### src/rtl/fetch_queue_pkg.sv
// Shared word and fetch-packet types, plus the lowest legal instruction address.
package types;
   typedef logic [31:0] word_t;

   typedef struct packed {
      word_t pc;
      word_t instr;
   } fetch_pkt_t;
endpackage

package addressing;
   localparam logic [31:0] BaseAddress = 32'h8000_0000;
endpackage

### src/rtl/fetch_queue.sv
// Fetch-to-decode decoupling FIFO: registered storage, one-cycle flush on redirect,
// and a ready that ignores decode so there is no combinational decode-to-fetch path.
module fetch_queue
   import types::*;
#(
   parameter int unsigned DEPTH = 4
) (
   input  logic                       clk_i,
   input  logic                       rst_i,
   input  logic                       flush_i,
   input  logic                       enq_valid_i,
   output logic                       enq_ready_o,
   input  word_t                      enq_pc_i,
   input  word_t                      enq_instr_i,
   output logic                       deq_valid_o,
   input  logic                       deq_ready_i,
   output word_t                      deq_pc_o,
   output word_t                      deq_instr_o,
   output logic [$clog2(DEPTH+1)-1:0] count_o
);

   localparam int unsigned PtrW = $clog2(DEPTH);
   localparam int unsigned CntW = $clog2(DEPTH + 1);
   localparam logic [CntW-1:0] CountFull = CntW'(DEPTH);

   fetch_pkt_t      mem_q [DEPTH];
   fetch_pkt_t      mem_d [DEPTH];
   logic [PtrW-1:0] wr_ptr_q, wr_ptr_d;
   logic [PtrW-1:0] rd_ptr_q, rd_ptr_d;
   logic [CntW-1:0] count_q, count_d;
   logic            enq_fire;
   logic            deq_fire;

   // Flush and reset mask both handshakes so nothing moves in those cycles.
   always_comb begin
      enq_ready_o = (count_q != CountFull) && !flush_i && !rst_i;
      deq_valid_o = (count_q != {CntW{1'b0}}) && !flush_i && !rst_i;
      enq_fire    = enq_valid_i && enq_ready_o;
      deq_fire    = deq_valid_o && deq_ready_i;
   end

   assign deq_pc_o    = mem_q[rd_ptr_q].pc;
   assign deq_instr_o = mem_q[rd_ptr_q].instr;
   assign count_o     = count_q;

   // Pointer and occupancy next-state; pointers wrap by natural overflow.
   always_comb begin
      wr_ptr_d = wr_ptr_q;
      rd_ptr_d = rd_ptr_q;
      count_d  = count_q;
      if (flush_i) begin
         rd_ptr_d = wr_ptr_q;
         count_d  = {CntW{1'b0}};
      end else begin
         if (enq_fire) begin
            wr_ptr_d = wr_ptr_q + PtrW'(1);
         end else begin
            wr_ptr_d = wr_ptr_q;
         end
         if (deq_fire) begin
            rd_ptr_d = rd_ptr_q + PtrW'(1);
         end else begin
            rd_ptr_d = rd_ptr_q;
         end
         case ({enq_fire, deq_fire})
            2'b10:   count_d = count_q + CntW'(1);
            2'b01:   count_d = count_q - CntW'(1);
            default: count_d = count_q;
         endcase
      end
   end

   // Storage write: only the slot under wr_ptr changes, and only on an accepted packet.
   always_comb begin
      for (int i = 0; i < int'(DEPTH); i++) begin
         mem_d[i] = mem_q[i];
      end
      if (enq_fire) begin
         mem_d[wr_ptr_q] = {enq_pc_i, enq_instr_i};
      end else begin
         mem_d[wr_ptr_q] = mem_q[wr_ptr_q];
      end
   end

   // Control state register; reset outranks flush.
   always_ff @(posedge clk_i) begin
      if (rst_i) begin
         wr_ptr_q <= {PtrW{1'b0}};
         rd_ptr_q <= {PtrW{1'b0}};
         count_q  <= {CntW{1'b0}};
      end else begin
         wr_ptr_q <= wr_ptr_d;
         rd_ptr_q <= rd_ptr_d;
         count_q  <= count_d;
      end
   end

   // Storage register; contents are don't-care until written, so it is never reset.
   always_ff @(posedge clk_i) begin
      for (int i = 0; i < int'(DEPTH); i++) begin
         mem_q[i] <= mem_d[i];
      end
   end

`ifndef NDEBUG
   // Debug checks on accepted packets and bookkeeping consistency.
   always_ff @(posedge clk_i) begin
      if (!rst_i) begin
         if (enq_fire) begin
            assert (enq_pc_i[1:0] == 2'b00) else $fatal(1, "misaligned pc");
            assert (enq_pc_i >= addressing::BaseAddress) else $fatal(1, "pc below base address");
         end
         assert (int'(count_q) <= int'(DEPTH)) else $fatal(1, "count exceeds depth");
         assert ((count_q != {CntW{1'b0}}) || (wr_ptr_q == rd_ptr_q))
            else $fatal(1, "empty queue with unequal pointers");
      end
   end
`endif

endmodule

### config.mk
export PLATFORM = sky130hd
export DESIGN_NAME = fetch_queue
export DESIGN_NICKNAME = d
export VERILOG_FILES = /design/src/rtl/fetch_queue_pkg.sv /design/src/rtl/fetch_queue.sv
export SDC_FILE = /design/constraint.sdc
export NUM_CORES = 1
export LEC_CHECK = 0
export CAP_MARGIN = 25
export CORE_MARGIN = 8
export CORE_UTILIZATION = 59
export CTS_CLUSTER_SIZE = 14
export DETAILED_ROUTE_END_ITERATION = 8
export HOLD_SLACK_MARGIN = 0.12
export PLACE_DENSITY = 0.89
export SLEW_MARGIN = 20
export SYNTH_ARGS = -nofsm -noshare
export SYNTH_HDL_FRONTEND = slang
export SYNTH_SLANG_ARGS = --single-unit
export TNS_END_PERCENT = 5
### constraint.sdc
create_clock -name clk_i -period 3.9 [get_ports clk_i]
set_input_delay 0.39 -clock clk_i [delete_from_list [all_inputs] [get_ports clk_i]]
set_output_delay 0.39 -clock clk_i [all_outputs]
set_load 0.02 [all_outputs]
==> qor.txt, run 1 <==
status: completed
Skew-Pair Late Insertion Delay: 0.54 ns
kind of critical path: reg2out
GRT Total Usage: 23.61%
number of post-CTS setup repair buffers: 0
vias in the first global route: 10,710
distinct cell type count after synthesis: 33
Setup TNS: 0 ns
syn nets: 1,145
DR WL met3: 3458 um
Crit Path Max Fanout: 18
share of layout cells above drive strength 1: 17.60%
number of gates resized after CTS: 0
synth warn: 0
mean number of vias per cell: 6.925
# DRC: 0
worst hold stages: 2
clock slew at reported path FFs: 0.06 ns
Worst R2R Path Depth: 4
Final Instance Count excl. Fillers: 1,501
register area share after synthesis: 51.64%
die area: 0.03137 mm^2
NumNets Final: 1,219
Port Buffers: 137
Least-Margin Pin Slew: 1.123 ns
die width: 177.1 um
Highest Signal Layer: met5
Critical Path Sink Type: primary output
register area: 0.007923 mm^2
Die Ht: 177.1 um
Post-Syn Area per Cell: 14.31 um^2
hold path endpoint: count_o[2]
Initial Utilization: 59.44%
max-slew violations: 0
total core area: 0.02576 mm^2
Final Hold Viols: 0
Cells after Synth: 1,070
first-pass GRT wire length: 58,660 um
Layout area overhead: 12.99%
worst hold-check path type: reg2reg
#FFs+latches synth: 267
total of max-cap violations: 0
boundary pin count: 138
Placer Congestion: 0.7726
cell count after placement: 1,448
Root Buffer: clkbuf_16
DRT Pass-1 Iters: 5
via count: 10,400
deepest clock path buffer count: 3
Clock Sinks: 267
standard-cell row count: 59
Data required, critical path: 3.51 ns
hold_sp: count_o[2]
Slew Limit Headroom: 25.10%
leakage: 5.330 nW
DPL Wire Length: 21,780 um
Fillers: 1,697
Setup Skew: 0.01411 ns
Peak VDD IR: 0.2970 mV
min Tclk post-route: 3.129 ns
RR Endpoint: mem_q[0][25]
PwrDens: 446.2 mW/mm^2
post-synthesis cell area: 0.01531 mm^2
fmax: 319.6 MHz
initial antenna violation count: 2
Num CTS Buffers: 29
M1 wire length: 14,210 um
hold_buf cts: 0
R2R Path Start: count_o[2]
Met2 Wirelength: 18,810 um
count of final setup violators: 0
R2R Setup Slk: 1.17 ns
DR iter-0 viols: 1,365
kind of start point of the critical path: flip-flop
final worst path period share: 80.24%
most frequent cells in the layout: nand2_1 (256), edfxtp_1 (256), o2bb2ai_1 (254)
RSZ-0062 raised after global routing: no
crit path DAT: 2.74 ns
area of the multi-input gates: 0.006538 mm^2
Overflow after GRT: 0
total power draw: 0.007720 W
CTS tree: built
final WL: 37,280 um
largest net degree at the start of global routing: 257
Routed Antenna Nets: 0
# H-tree levels: 1
DR WL/cell: 24.83 um
-- cells in the mapped netlist --
| master | n | share of area, % |
|---|---|---|
| a21boi_2 | 4 | 0.29 |
| a21oi_1 | 7 | 0.23 |
| buf_1 | 3 | 0.074 |
| buf_12 | 24 | 3.1 |
| buf_2 | 28 | 0.92 |
| buf_4 | 14 | 0.69 |
| buf_6 | 5 | 0.37 |
| clkbuf_1 | 40 | 0.98 |
| dfxtp_1 | 11 | 1.4 |
| edfxtp_1 | 256 | 50 |
| fa_1 | 1 | 0.13 |
| ha_1 | 5 | 0.41 |
| inv_1 | 5 | 0.12 |
| mux4_2 | 128 | 19 |
| nand2_1 | 256 | 6.3 |
| nand2_2 | 1 | 0.041 |
| nand3_1 | 2 | 0.065 |
| nor2_1 | 6 | 0.15 |
| nor3_1 | 1 | 0.033 |
| nor3b_1 | 1 | 0.049 |
| nor3b_4 | 1 | 0.12 |
| o21a_1 | 2 | 0.098 |
| o21ai_0 | 3 | 0.098 |
| o2bb2ai_1 | 254 | 15 |
| o2bb2ai_2 | 2 | 0.20 |
| o311ai_0 | 1 | 0.057 |
| o31ai_1 | 1 | 0.049 |
| or2_2 | 1 | 0.041 |
| or3_2 | 1 | 0.049 |
| or3b_1 | 1 | 0.057 |
| or3b_2 | 1 | 0.057 |
| xnor2_1 | 2 | 0.11 |
| xor2_1 | 2 | 0.11 |
-- cell type report --
class                      count  area share, %
sequential                   267          45.79
multi-input combinational    684          37.78
timing repair buffer         157          8.938
clock buffer                  41          4.628
tap                          335          2.422
clock inverter                11         0.3182
inverter                       5         0.1085
antenna                        1        0.01446
-- worst max-delay path, stage by stage, from the launching register on --
cell and delay (ns):
dfxtp_4 0.57, buf_4 0.44, mux4_2 0.62, clkdlybuf4s50_1 0.57
-- sequential cells by signal (all words and copies together) (netlist names), named ones only --
| signal | cells |
|---|---|
| mem_q | 256 |
| count_o | 3 |
| rd_ptr_q | 2 |
| wr_ptr_q | 2 |
-- where the power goes --
part	internal, W	switching [W]	total [W]
logic	0.000849	0.000866	0.00172
registers	0.00338	0.000128	0.00351
clock network	0.00142	0.00108	0.00250
total	0.00565	0.00207	0.00772
-- worst max-delay path by stage --
| stage | endpoint | startpoint | cells after the start | slack, ns |
|---|---|---|---|---|
| floorplan | mem_q[0][3] | wr_ptr_q[0] | 6 | 0.89 |
| global placement | count_o[2] | rst_i | 9 | 1.06 |
| detailed placement | mem_q[0][25] | flush_i | 5 | 1.01 |
| CTS | deq_instr_o[3] | flip-flop | 3 | 0.69 |
| global route | deq_instr_o[3] | flip-flop | 3 | 0.63 |
| finish | deq_instr_o[3] | flip-flop | 3 | 0.77 |
-- through the flow --
stage / hold slack [ns] / utilization, % / instance area, um^2 / setup WS (ns)
after CTS: 0.5944 / 67.15 / 17300 / 0.6907
after detailed placement: 0.5839 / 63.83 / 16440 / 1.012
after global placement: 0.5815 / 63.83 / 16440 / 1.060
after global routing: 0.6177 / 67.16 / 17300 / 0.6318
final: 0.6001 / 67.16 / 17300 / 0.7707
after floorplan: 0.4591 / - / 15310 / 0.8887
-- kinds of logic after synthesis --
kind of cell	count (synthesis)	synth area share, %
flops	267	51.64
buf+inv	119	6.283
xor+xnor	4	0.2288
simple gates	272	6.937
fa+ha+maj	6	0.5393
compound gates	274	15.55
mux	128	18.83
-- metal layers --
layer  vias to the layer above  GRT usage [%]
met5                         -              0
met4                         2          8.161
met3                        71          4.566
met2                       563          38.92
met1                      5266          31.01
li1                       4493              -
Power figures use the tool's default switching activity.
==> run 2, diff against run 1 <==
--- a/config.mk
+++ b/config.mk
@@ -7,11 +7,11 @@
 export LEC_CHECK = 0
 export CAP_MARGIN = 25
 export CORE_MARGIN = 8
-export CORE_UTILIZATION = 59
+export CORE_UTILIZATION = 53
 export CTS_CLUSTER_SIZE = 14
 export DETAILED_ROUTE_END_ITERATION = 8
 export HOLD_SLACK_MARGIN = 0.12
-export PLACE_DENSITY = 0.89
+export PLACE_DENSITY = 0.85
 export SLEW_MARGIN = 20
 export SYNTH_ARGS = -nofsm -noshare
 export SYNTH_HDL_FRONTEND = slang
==> constraint.sdc (replaced) <==
create_clock -name clk_i -period 2.52 [get_ports clk_i]
set_input_delay 0.252 -clock clk_i [delete_from_list [all_inputs] [get_ports clk_i]]
set_output_delay 0.252 -clock clk_i [all_outputs]
set_load 0.02 [all_outputs]
==> qor.txt, run 2 (same netlist as run 1, synthesis figures left out) <==
status: completed
Critical Path End: deq_pc_o[23]
total core area: 0.02855 mm^2 (+11%)
DR WL/cell: 23.60 um (-5.0%)
kind of start point of the critical path: flip-flop
Slew Limit Headroom: 24.92% (-0.18 points)
# H-tree levels: 1 (unchanged)
Setup Skew: 0.01991 ns (+0.005800 ns)
worst path buffer plus inverter count: 2 (unchanged)
Clock Sinks: 267 (unchanged)
number of post-CTS setup repair buffers: 0 (unchanged)
count of final setup violators: 0 (unchanged)
Die Ht: 186.0 um (+5.0%)
die width: 186.0 um (+5.0%)
most frequent cells in the layout: nand2_1 (256), edfxtp_1 (256), o2bb2ai_1 (254)
vias in the first global route: 10,860 (+1.3%)
DPL Wire Length: 21,270 um (-2.4%)
via count: 10,260 (-1.3%)
fmax: 419.3 MHz
Crit Path Max Fanout: 21 (+3)
DRT Pass-1 Iters: 6 (+1)
total of max-cap violations: 0 (unchanged)
Port Buffers: 137 (unchanged)
kind of critical path: reg2out
Hold Slack: 0.4305 ns (-0.1697 ns)
Root Buffer: clkbuf_16
Final Hold Viols: 0 (unchanged)
worst hold-check path type: in2reg
Routed Antenna Nets: 0 (unchanged)
total power draw: 0.01180 W (+53%)
Layout area overhead: 14.90%
CP cell instances: buf_12, mux4_2, dlygate4sd2_1
hold_buf cts: 0 (unchanged)
PwrDens: 670.8 mW/mm^2 (+50%)
Overflow after GRT: 0 (unchanged)
dpl ws: 0.03503 ns (-0.9774 ns)
number of gates resized after CTS: 68 (+68)
Critical Path Sink Type: primary output
GRT Total Usage: 21.60% (-2.0 points)
mean number of vias per cell: 6.549 (-5.4%)
leakage: 5.619 nW (+5.4%)
min Tclk post-route: 2.385 ns
slowest CP cell: mux4_2
clock slew at reported path FFs: 0.06 ns (about the same)
Placer Congestion: 0.7607 (-1.5%)
RSZ-0062 raised after global routing: no
share of layout cells above drive strength 1: 18.32% (+0.72 points)
Peak VDD IR: 0.5354 mV (+80%)
CTS tree: built
Data required, critical path: 2.27 ns (-1.24 ns)
Final Util: 61.64% (-5.5 points)
first-pass GRT wire length: 58,780 um (+0.20%)
initial antenna violation count: 6 (+4)
final WL: 36,980 um (-0.79%)
DR iter-0 viols: 912 (-33%)
R2R Path Start: count_o[2]
final worst path period share: 94.65%
die area: 0.03459 mm^2 (+10%)
crit path DAT: 2.13 ns (-0.61 ns)
Reg with most FFs: mem_q
Skew-Pair Late Insertion Delay: 0.55 ns (about the same)
Crit path max-delay family: buffers and inverters
Critical Path Stages: 3 (unchanged)
Worst R2R Path Depth: 4 (unchanged)
largest net degree at the start of global routing: 257 (unchanged)
dpl cell area: 0.01680 mm^2 (+2.2%)
max incr delay on CP: 0.57 ns (-0.05 ns)
max FFs per register: 256 (unchanged)
deepest clock path buffer count: 3 (unchanged)
Initial Utilization: 53.64% (-5.8 points)
Num CTS Buffers: 29 (unchanged)
max-slew violations: 0 (unchanged)
standard-cell row count: 62 (+5.1%)
final worst slack: 0.1349 ns (-0.6359 ns)
boundary pin count: 138 (unchanged)
Post-Layout Inst Area: 0.01760 mm^2 (+1.7%)
R2R Setup Slk: 0.26 ns (-0.91 ns)
# DRC: 0 (unchanged)
RR Endpoint: mem_q[2][37]
Least-Margin Pin Slew: 1.126 ns (+0.002644 ns)
NumNets Final: 1,233 (+1.1%)
-- run 2: cell types whose count changed in the layout (fill, tap and decap cells not counted), moves of 4 or more --
cell	change
clkdlybuf4s50_1	-64
dlygate4sd2_1	+64
buf_12	+15
clkinv_1	+4
-- run 2: final cells by class --
type,count,area [um^2]
Tap cell,384,480.5
Clock buffer,37,755.7
Multi-Input combinational cell,684,6538
Clock inverter,15,96.34
Inverter,5,18.77
Fill cell,2154,10950
Antenna cell,4,10.01
Timing Repair Buffer,171,1774
Sequential cell,267,7923
-- run 2: layer usage --
metal | GRT usage [%] | wire [um] | up-vias
met5 | 0 | 27 | -
met4 | 6.796 | 924 | 4
met3 | 4.997 | 3466 | 70
met2 | 36.36 | 18560 | 500
met1 | 27.45 | 14000 | 5158
li1 | - | - | 4531
-- run 2: worst register-to-register path: stages (launching register included) --
cell and delay [ns]:
dfxtp_1 0.32, or3b_1 0.47, nand2_8 0.11, buf_12 0.76, o2bb2ai_1 0.31
-- run 2: report_power, final --
part / switching, W / internal [W] / leakage [nW] / total (W)
registers: 0.000155 / 0.00523 / 2.84 / 0.00538
logic: 0.00136 / 0.00118 / 2.36 / 0.00254
clock network: 0.00168 / 0.00220 / 0.415 / 0.00388
total: 0.00319 / 0.00861 / 5.62 / 0.0118
-- run 2: worst min-delay path by stage --
stage	startpoint	end	slack (ns)	depth (start not counted)
5_1_grt	rst_i	flip-flop	0.46	3
4_1_cts	rst_i	flip-flop	0.41	3
3_5_place_dp	rd_ptr_q[1]	flip-flop	0.59	2
2_1_floorplan	rst_i	flip-flop	0.32	1
6_report	rst_i	flip-flop	0.43	3
3_3_place_gp	wr_ptr_q[1]	flip-flop	0.58	2
-- run 2: stage by stage --
stage          setup TNS (ns)  instances
6_report                    0       1567
5_1_grt                     0       1567
4_1_cts                     0       1563
3_5_place_dp                0       1511
3_3_place_gp                0       1511
2_1_floorplan          -53.82       1070
